===== src/rtl/uart_rx_8n1.sv =====
// 8N1 UART receiver: oversampled line, mid-bit sampling, valid/ready byte output
// with one-cycle frame_error and overrun pulses.
module uart_rx_8n1 #(
    parameter int CLOCK_RATE_HZ = 100_000_000,
    parameter int BAUD_RATE     = 9_600,
    parameter int OVERSAMPLE    = 16
) (
    input  logic       clock,
    input  logic       reset,
    input  logic       rx,
    output logic       valid,
    input  logic       ready,
    output logic [7:0] data,
    output logic       frame_error,
    output logic       overrun
);

    localparam int CLOCKS_PER_TICK = CLOCK_RATE_HZ / (BAUD_RATE * OVERSAMPLE);
    localparam int DIV_W  = (CLOCKS_PER_TICK > 1) ? $clog2(CLOCKS_PER_TICK) : 1;
    localparam int TICK_W = $clog2(OVERSAMPLE);
    localparam logic [DIV_W-1:0]  DIV_LAST  = DIV_W'(CLOCKS_PER_TICK - 1);
    localparam logic [TICK_W-1:0] HALF_LAST = TICK_W'(OVERSAMPLE / 2 - 1);
    localparam logic [TICK_W-1:0] FULL_LAST = TICK_W'(OVERSAMPLE - 1);

    if (CLOCKS_PER_TICK < 1) begin : g_bad_rate
        $error("uart_rx_8n1: CLOCK_RATE_HZ too low for BAUD_RATE * OVERSAMPLE");
    end
    if ((OVERSAMPLE < 4) || (OVERSAMPLE % 2 != 0)) begin : g_bad_oversample
        $error("uart_rx_8n1: OVERSAMPLE must be even and >= 4");
    end

    typedef enum logic [2:0] {
        S_IDLE,
        S_START,
        S_DATA,
        S_STOP,
        S_BREAK
    } state_t;

    state_t state, state_next;

    logic              rx_p0;
    logic              rx_p1;
    logic              rx_prev;
    logic [1:0]        warm;
    logic              rx_s;
    logic              start_edge;
    logic [DIV_W-1:0]  div_cnt;
    logic              tick;
    logic [TICK_W-1:0] tick_cnt;
    logic [2:0]        bit_idx;
    logic [7:0]        shift;

    logic clear_ticks;
    logic bit_point;
    logic take_start;
    logic sample_bit;
    logic stop_ok;
    logic stop_bad;

    // stage p0/p1: two-flop synchronizer; rx_prev only trusts rx_s once the
    // synchronizer has refilled after reset, so a line already low is not a start
    always_ff @(posedge clock) begin
        if (reset) begin
            rx_p0   <= 1'b1;
            rx_p1   <= 1'b1;
            rx_prev <= 1'b0;
            warm    <= 2'b00;
        end else begin
            rx_p0   <= rx;
            rx_p1   <= rx_p0;
            warm    <= {warm[0], 1'b1};
            rx_prev <= rx_p1 & warm[1];
        end
    end

    assign rx_s       = rx_p1;
    assign start_edge = rx_prev & ~rx_s;

    assign tick = (div_cnt == DIV_LAST);

    always_ff @(posedge clock) begin
        if (reset || clear_ticks || tick) begin
            div_cnt <= '0;
        end else begin
            div_cnt <= div_cnt + 1'b1;
        end
    end

    always_ff @(posedge clock) begin
        if (reset) begin
            state <= S_IDLE;
        end else begin
            state <= state_next;
        end
    end

    always_comb begin
        state_next = state;
        case (state)
            S_IDLE:  if (start_edge) state_next = S_START;
            S_START: if (tick && tick_cnt == HALF_LAST) state_next = rx_s ? S_IDLE : S_DATA;
            S_DATA:  if (tick && tick_cnt == FULL_LAST && bit_idx == 3'd7) state_next = S_STOP;
            S_STOP:  if (tick && tick_cnt == FULL_LAST) state_next = rx_s ? S_IDLE : S_BREAK;
            S_BREAK: if (rx_s) state_next = S_IDLE;
            default: state_next = S_IDLE;
        endcase
    end

    always_comb begin
        clear_ticks = 1'b0;
        bit_point   = 1'b0;
        take_start  = 1'b0;
        sample_bit  = 1'b0;
        stop_ok     = 1'b0;
        stop_bad    = 1'b0;
        case (state)
            S_IDLE:  clear_ticks = start_edge;
            S_START: begin
                bit_point  = tick && (tick_cnt == HALF_LAST);
                take_start = bit_point && !rx_s;
            end
            S_DATA: begin
                bit_point  = tick && (tick_cnt == FULL_LAST);
                sample_bit = bit_point;
            end
            S_STOP: begin
                bit_point = tick && (tick_cnt == FULL_LAST);
                stop_ok   = bit_point && rx_s;
                stop_bad  = bit_point && !rx_s;
            end
            default: ;
        endcase
    end

    always_ff @(posedge clock) begin
        if (reset || clear_ticks || bit_point) begin
            tick_cnt <= '0;
        end else if (tick) begin
            tick_cnt <= tick_cnt + 1'b1;
        end
    end

    always_ff @(posedge clock) begin
        if (reset || take_start) begin
            bit_idx <= 3'd0;
        end else if (sample_bit) begin
            bit_idx <= bit_idx + 3'd1;
        end
    end

    always_ff @(posedge clock) begin
        if (sample_bit) begin
            shift <= {rx_s, shift[7:1]};
        end
    end

    // output stage: delivery, handshake and error pulses
    always_ff @(posedge clock) begin
        if (reset) begin
            valid       <= 1'b0;
            data        <= 8'h00;
            frame_error <= 1'b0;
            overrun     <= 1'b0;
        end else begin
            frame_error <= stop_bad;
            overrun     <= stop_ok && valid && !ready;
            if (stop_ok) begin
                if (!valid || ready) begin
                    data  <= shift;
                    valid <= 1'b1;
                end
            end else if (valid && ready) begin
                valid <= 1'b0;
            end
        end
    end

endmodule


===== config.mk =====
export PLATFORM = sky130hd
export DESIGN_NAME = uart_rx_8n1
export DESIGN_NICKNAME = d
export VERILOG_FILES = /design/src/rtl/uart_rx_8n1.sv
export SDC_FILE = /design/constraint.sdc
export NUM_CORES = 1
export LEC_CHECK = 0
export ABC_AREA = 1
export BUFFER_PORTS_ARGS = -buffer_cell sky130_fd_sc_hd__buf_2
export CORE_ASPECT_RATIO = 2
export CORE_MARGIN = 8
export CORE_UTILIZATION = 60
export DETAILED_ROUTE_END_ITERATION = 12
export PLACE_DENSITY = 0.8
export SLEW_MARGIN = 5
export SYNTH_ARGS = -nofsm -noshare
export SYNTH_HDL_FRONTEND = slang
export SYNTH_SLANG_ARGS = --single-unit
export TNS_END_PERCENT = 5

===== constraint.sdc =====
create_clock -name clock -period 2.69 [get_ports clock]
set_input_delay 0.4035 -clock clock [delete_from_list [all_inputs] [get_ports clock]]
set_output_delay 0.4035 -clock clock [all_outputs]
set_load 0.01 [all_outputs]

==> results.md <==
* TritonCTS Buffers at 5
* Number of distinct library cells after synthesis at 31
* Post-synthesis net count at between 200 and 300
* Worst-path cell chain: ha_1 > clkinv_1 > nor2_2 > nand4_4 > nor2_4 > inv_1 > nand2_1 > nand2_1 > inv_1 > nor2_1
* Fmax at about 0.58 GHz
* Layout cell share with drive strength beyond 1 at 0.141
* IO Port Bufs at 14
* Post-synthesis sequential area ratio at 0.502
* Post-cts sizing count at 0
* Final TNS setup at 0 ps
* Critical R2R Launch: tick_cnt[0]$_SDFFE_PP0N_
* Worst slew margin at 0.563
* Hold Path Class: in -> reg
* Synth cell count leaders: nand2_1 (57), nor2_1 (44), dfxtp_1 (36)
* Congestion Overflow GR at 0
* Register area at about 960 sq um
* Max rail drop VDD at 421 uV
* Final worst path period share at 0.641
* # DRC at 0
* Drt wl/cell at ~12 um
* Crit path DAT at 1910 ps
* Hold Startpoint: rx
* Syn avg cell area at 7.88 sq um
* Gate count after technology mapping at around 240
* CORE AREA at 3120 sq um
* GR Util met2 at 0.281
* R2R Setup Slk at around 970 ps
* Initial Utilization at 0.613
* Cell area after synthesis at approximately 1900 sq um
* Post-CTS setup buffer count at 0
* Leading area contributor after synthesis: dfxtp_1
* Chip width at 55.9 um
* Vert. Die Dim at between 90 and 100 um
* Max-cap violations at 0
* Slowest cell on crit path: dfxtp_1
* Drt pass-1 iters at 4
* Crit-path leading delay family: simple AND/OR/NAND/NOR gates
* Status: complete, no violations
* Skew final at approximately 4.9 ps
* Placer Congestion at 0.856
* Minimum clock period at 1720 ps
* Post-synth EDFFs at 8
* Synth async-reset ratio at 0
* Die area at 5360 sq um
* Worst skew pair latency at a little under 300 ps
* Vias per inst at 5.10
* Worst Path Required at 2880 ps
* Slowest Stage Delay on Critical Path at approximately 370 ps
* RSZ-0062 raised after global routing: no
* Layout net count at 270
* Via count at 1493
* Critical path launch point type: register
* Clock tree buffer depth at 2
* Root buffer cell: clkbuf_8
* Antenna cells at 0
* DPL Wire Length at between 2 and 3 mm
* Crit end category: register
* Yosys Warn Count at 0
* Busiest grt layer: met2
* Area contributors post-synth: dfxtp_1 (38%), edfxtp_1 (13%), nand2_1 (11%)
* Cells after DPL at about 290
* Ys flop type: dfxtp_1
* First-pass GRT wire length at roughly 6.0 mm
* Power Dens Cells at about 630 nW/um^2
* Worst setup path class: reg -> reg
* Hold Path Depth at 2
* CP max FO at 12
* Initial antenna violation count at 0
* FP Rows at 29
* Fillers at 262
* Clk slew on worst S/H paths at around 80 ps
* Final Non-Filler Cells at 293
* Area of the multi-input gates at 798 sq um
* Total GRT Usage at 0.141
* H-tree levels at 2
* Worst r2r dst: bit_idx[2]$_SDFFE_PP0P_
* Crit path buffers/inverters at 3
* Worst slew pin tran at approximately 650 ps
* Met3 usage at 0.0396
* CTS tree: yes
* Largest net degree at the start of global routing at 17
* Slew Viols, Final at 0
* Number of register bits inferred by synthesis at 44
* Post-CTS Hold Fix Bufs at 0
* Most common cell in the netlist: nand2_1
* Post-DRT Antenna Nets at 0
* 1st-iter DRT viols at 32
* Hold Crit Endpoint: rx_p0$_SDFF_PP1_
* Final Hold Fails at 0
* Boundary pin count at 15
* Final setup viols at 0
* Vias in the first global route at ~1500
* Leakage at approximately 0.00094 uW
* Sink Count at 44
* Drt total wl at between 3 and 4 mm
* Layout area overhead at 10.2%
* Share of the synthesized area in the top cell type at 0.376
* R2R depth at 10
* Met1 usage at 0.110
==> flip-flops by register name (all words and copies together) (netlist names) <==
register     count
rx_p1            1
shift            8
valid            1
rx_p0            1
data             8
overrun          1
state            3
div_cnt         10
tick_cnt         4
rx_prev          1
bit_idx          3
frame_error      1
warm             2
==> metal layers <==
layer	up-vias	share of wire
met2	24	0.58
li1	794	-
met3	11	0.038
met1	664	0.34
met5	-	0
met4	0	0.038
==> worst max path at each step <==
stage / end / slack (ps) / depth (start not counted) / start
floorplan: bit_idx[2]$_SDFFE_PP0P_ / 1180 / 10 / tick_cnt[0]$_SDFFE_PP0N_
global placement: bit_idx[1]$_SDFFE_PP0P_ / 1030 / 10 / tick_cnt[0]$_SDFFE_PP0N_
detailed placement: bit_idx[2]$_SDFFE_PP0P_ / 990 / 10 / tick_cnt[0]$_SDFFE_PP0N_
CTS: bit_idx[2]$_SDFFE_PP0P_ / 970 / 10 / tick_cnt[0]$_SDFFE_PP0N_
global route: bit_idx[2]$_SDFFE_PP0P_ / 820 / 10 / tick_cnt[0]$_SDFFE_PP0N_
finish: bit_idx[2]$_SDFFE_PP0P_ / 970 / 10 / tick_cnt[0]$_SDFFE_PP0N_
==> placed cells by master, fill, tap and decap left out, types with 2 or more instances in the layout <==
master / instances
a21oi_1: 9
buf_2: 14
clkbuf_8: 5
clkinv_1: 3
dfxtp_1: 36
edfxtp_1: 8
ha_1: 5
inv_1: 30
inv_2: 5
nand2_1: 57
nand3_1: 12
nand3b_1: 2
nor2_1: 44
nor2_2: 2
nor2_4: 4
nor3_1: 5
nor3b_1: 2
nor4_1: 3
o21ai_0: 3
or2_2: 2
==> power by group <==
part | switching, uW | internal (uW) | leakage (uW)
sequential | 19.8 | 690 | 0.000364
combinational | 104 | 50.3 | 0.000528
clock | 203 | 270 | 0.0000532
==> worst reg2reg max path: stages, from the launching register on <==
cell and delay [ps]:
dfxtp_1 370, ha_1 160, clkinv_1 100, nor2_2 170, nand4_4 170, nor2_4 300, inv_1 120, nand2_1 80
nand2_1 50, inv_1 50, nor2_1 30
==> area by class of cell <==
type                            count  share of cell area
Inverter                           36              0.0641
Timing Repair Buffer               14              0.0332
Multi-Input combinational cell    160               0.378
Clock inverter                      3              0.0178
Sequential cell                    44               0.456
Clock buffer                        5              0.0326
Tap cell                           31              0.0184
==> stage by stage <==
stage                     cell area [sq um]  hold WS (ps)  worst slack (ps)  total power (uW)  utilization
after floorplan                        1910           388              1180               842            -
after global placement                 2000           394              1030               874        0.642
after detailed placement               2000           403               987               879        0.642
after CTS                              2110           283               973              1360        0.676
after global routing                   2110           284               815              1410        0.676
final                                  2110           292               967              1340        0.676
==> kinds of logic (layout without fill, tap and decap cells) <==
family,count (synthesis),after routing,share of synthesized area
adders and majority gates,5,5,0.0327
DFF,44,44,0.502
buffers and inverters,39,58,0.0810
and+or+nand+nor,139,139,0.337
AOI/OAI and AO/OA,14,14,0.0386
xor gates and xnor gates,2,2,0.00915
(Power assumes the default switching activity.)
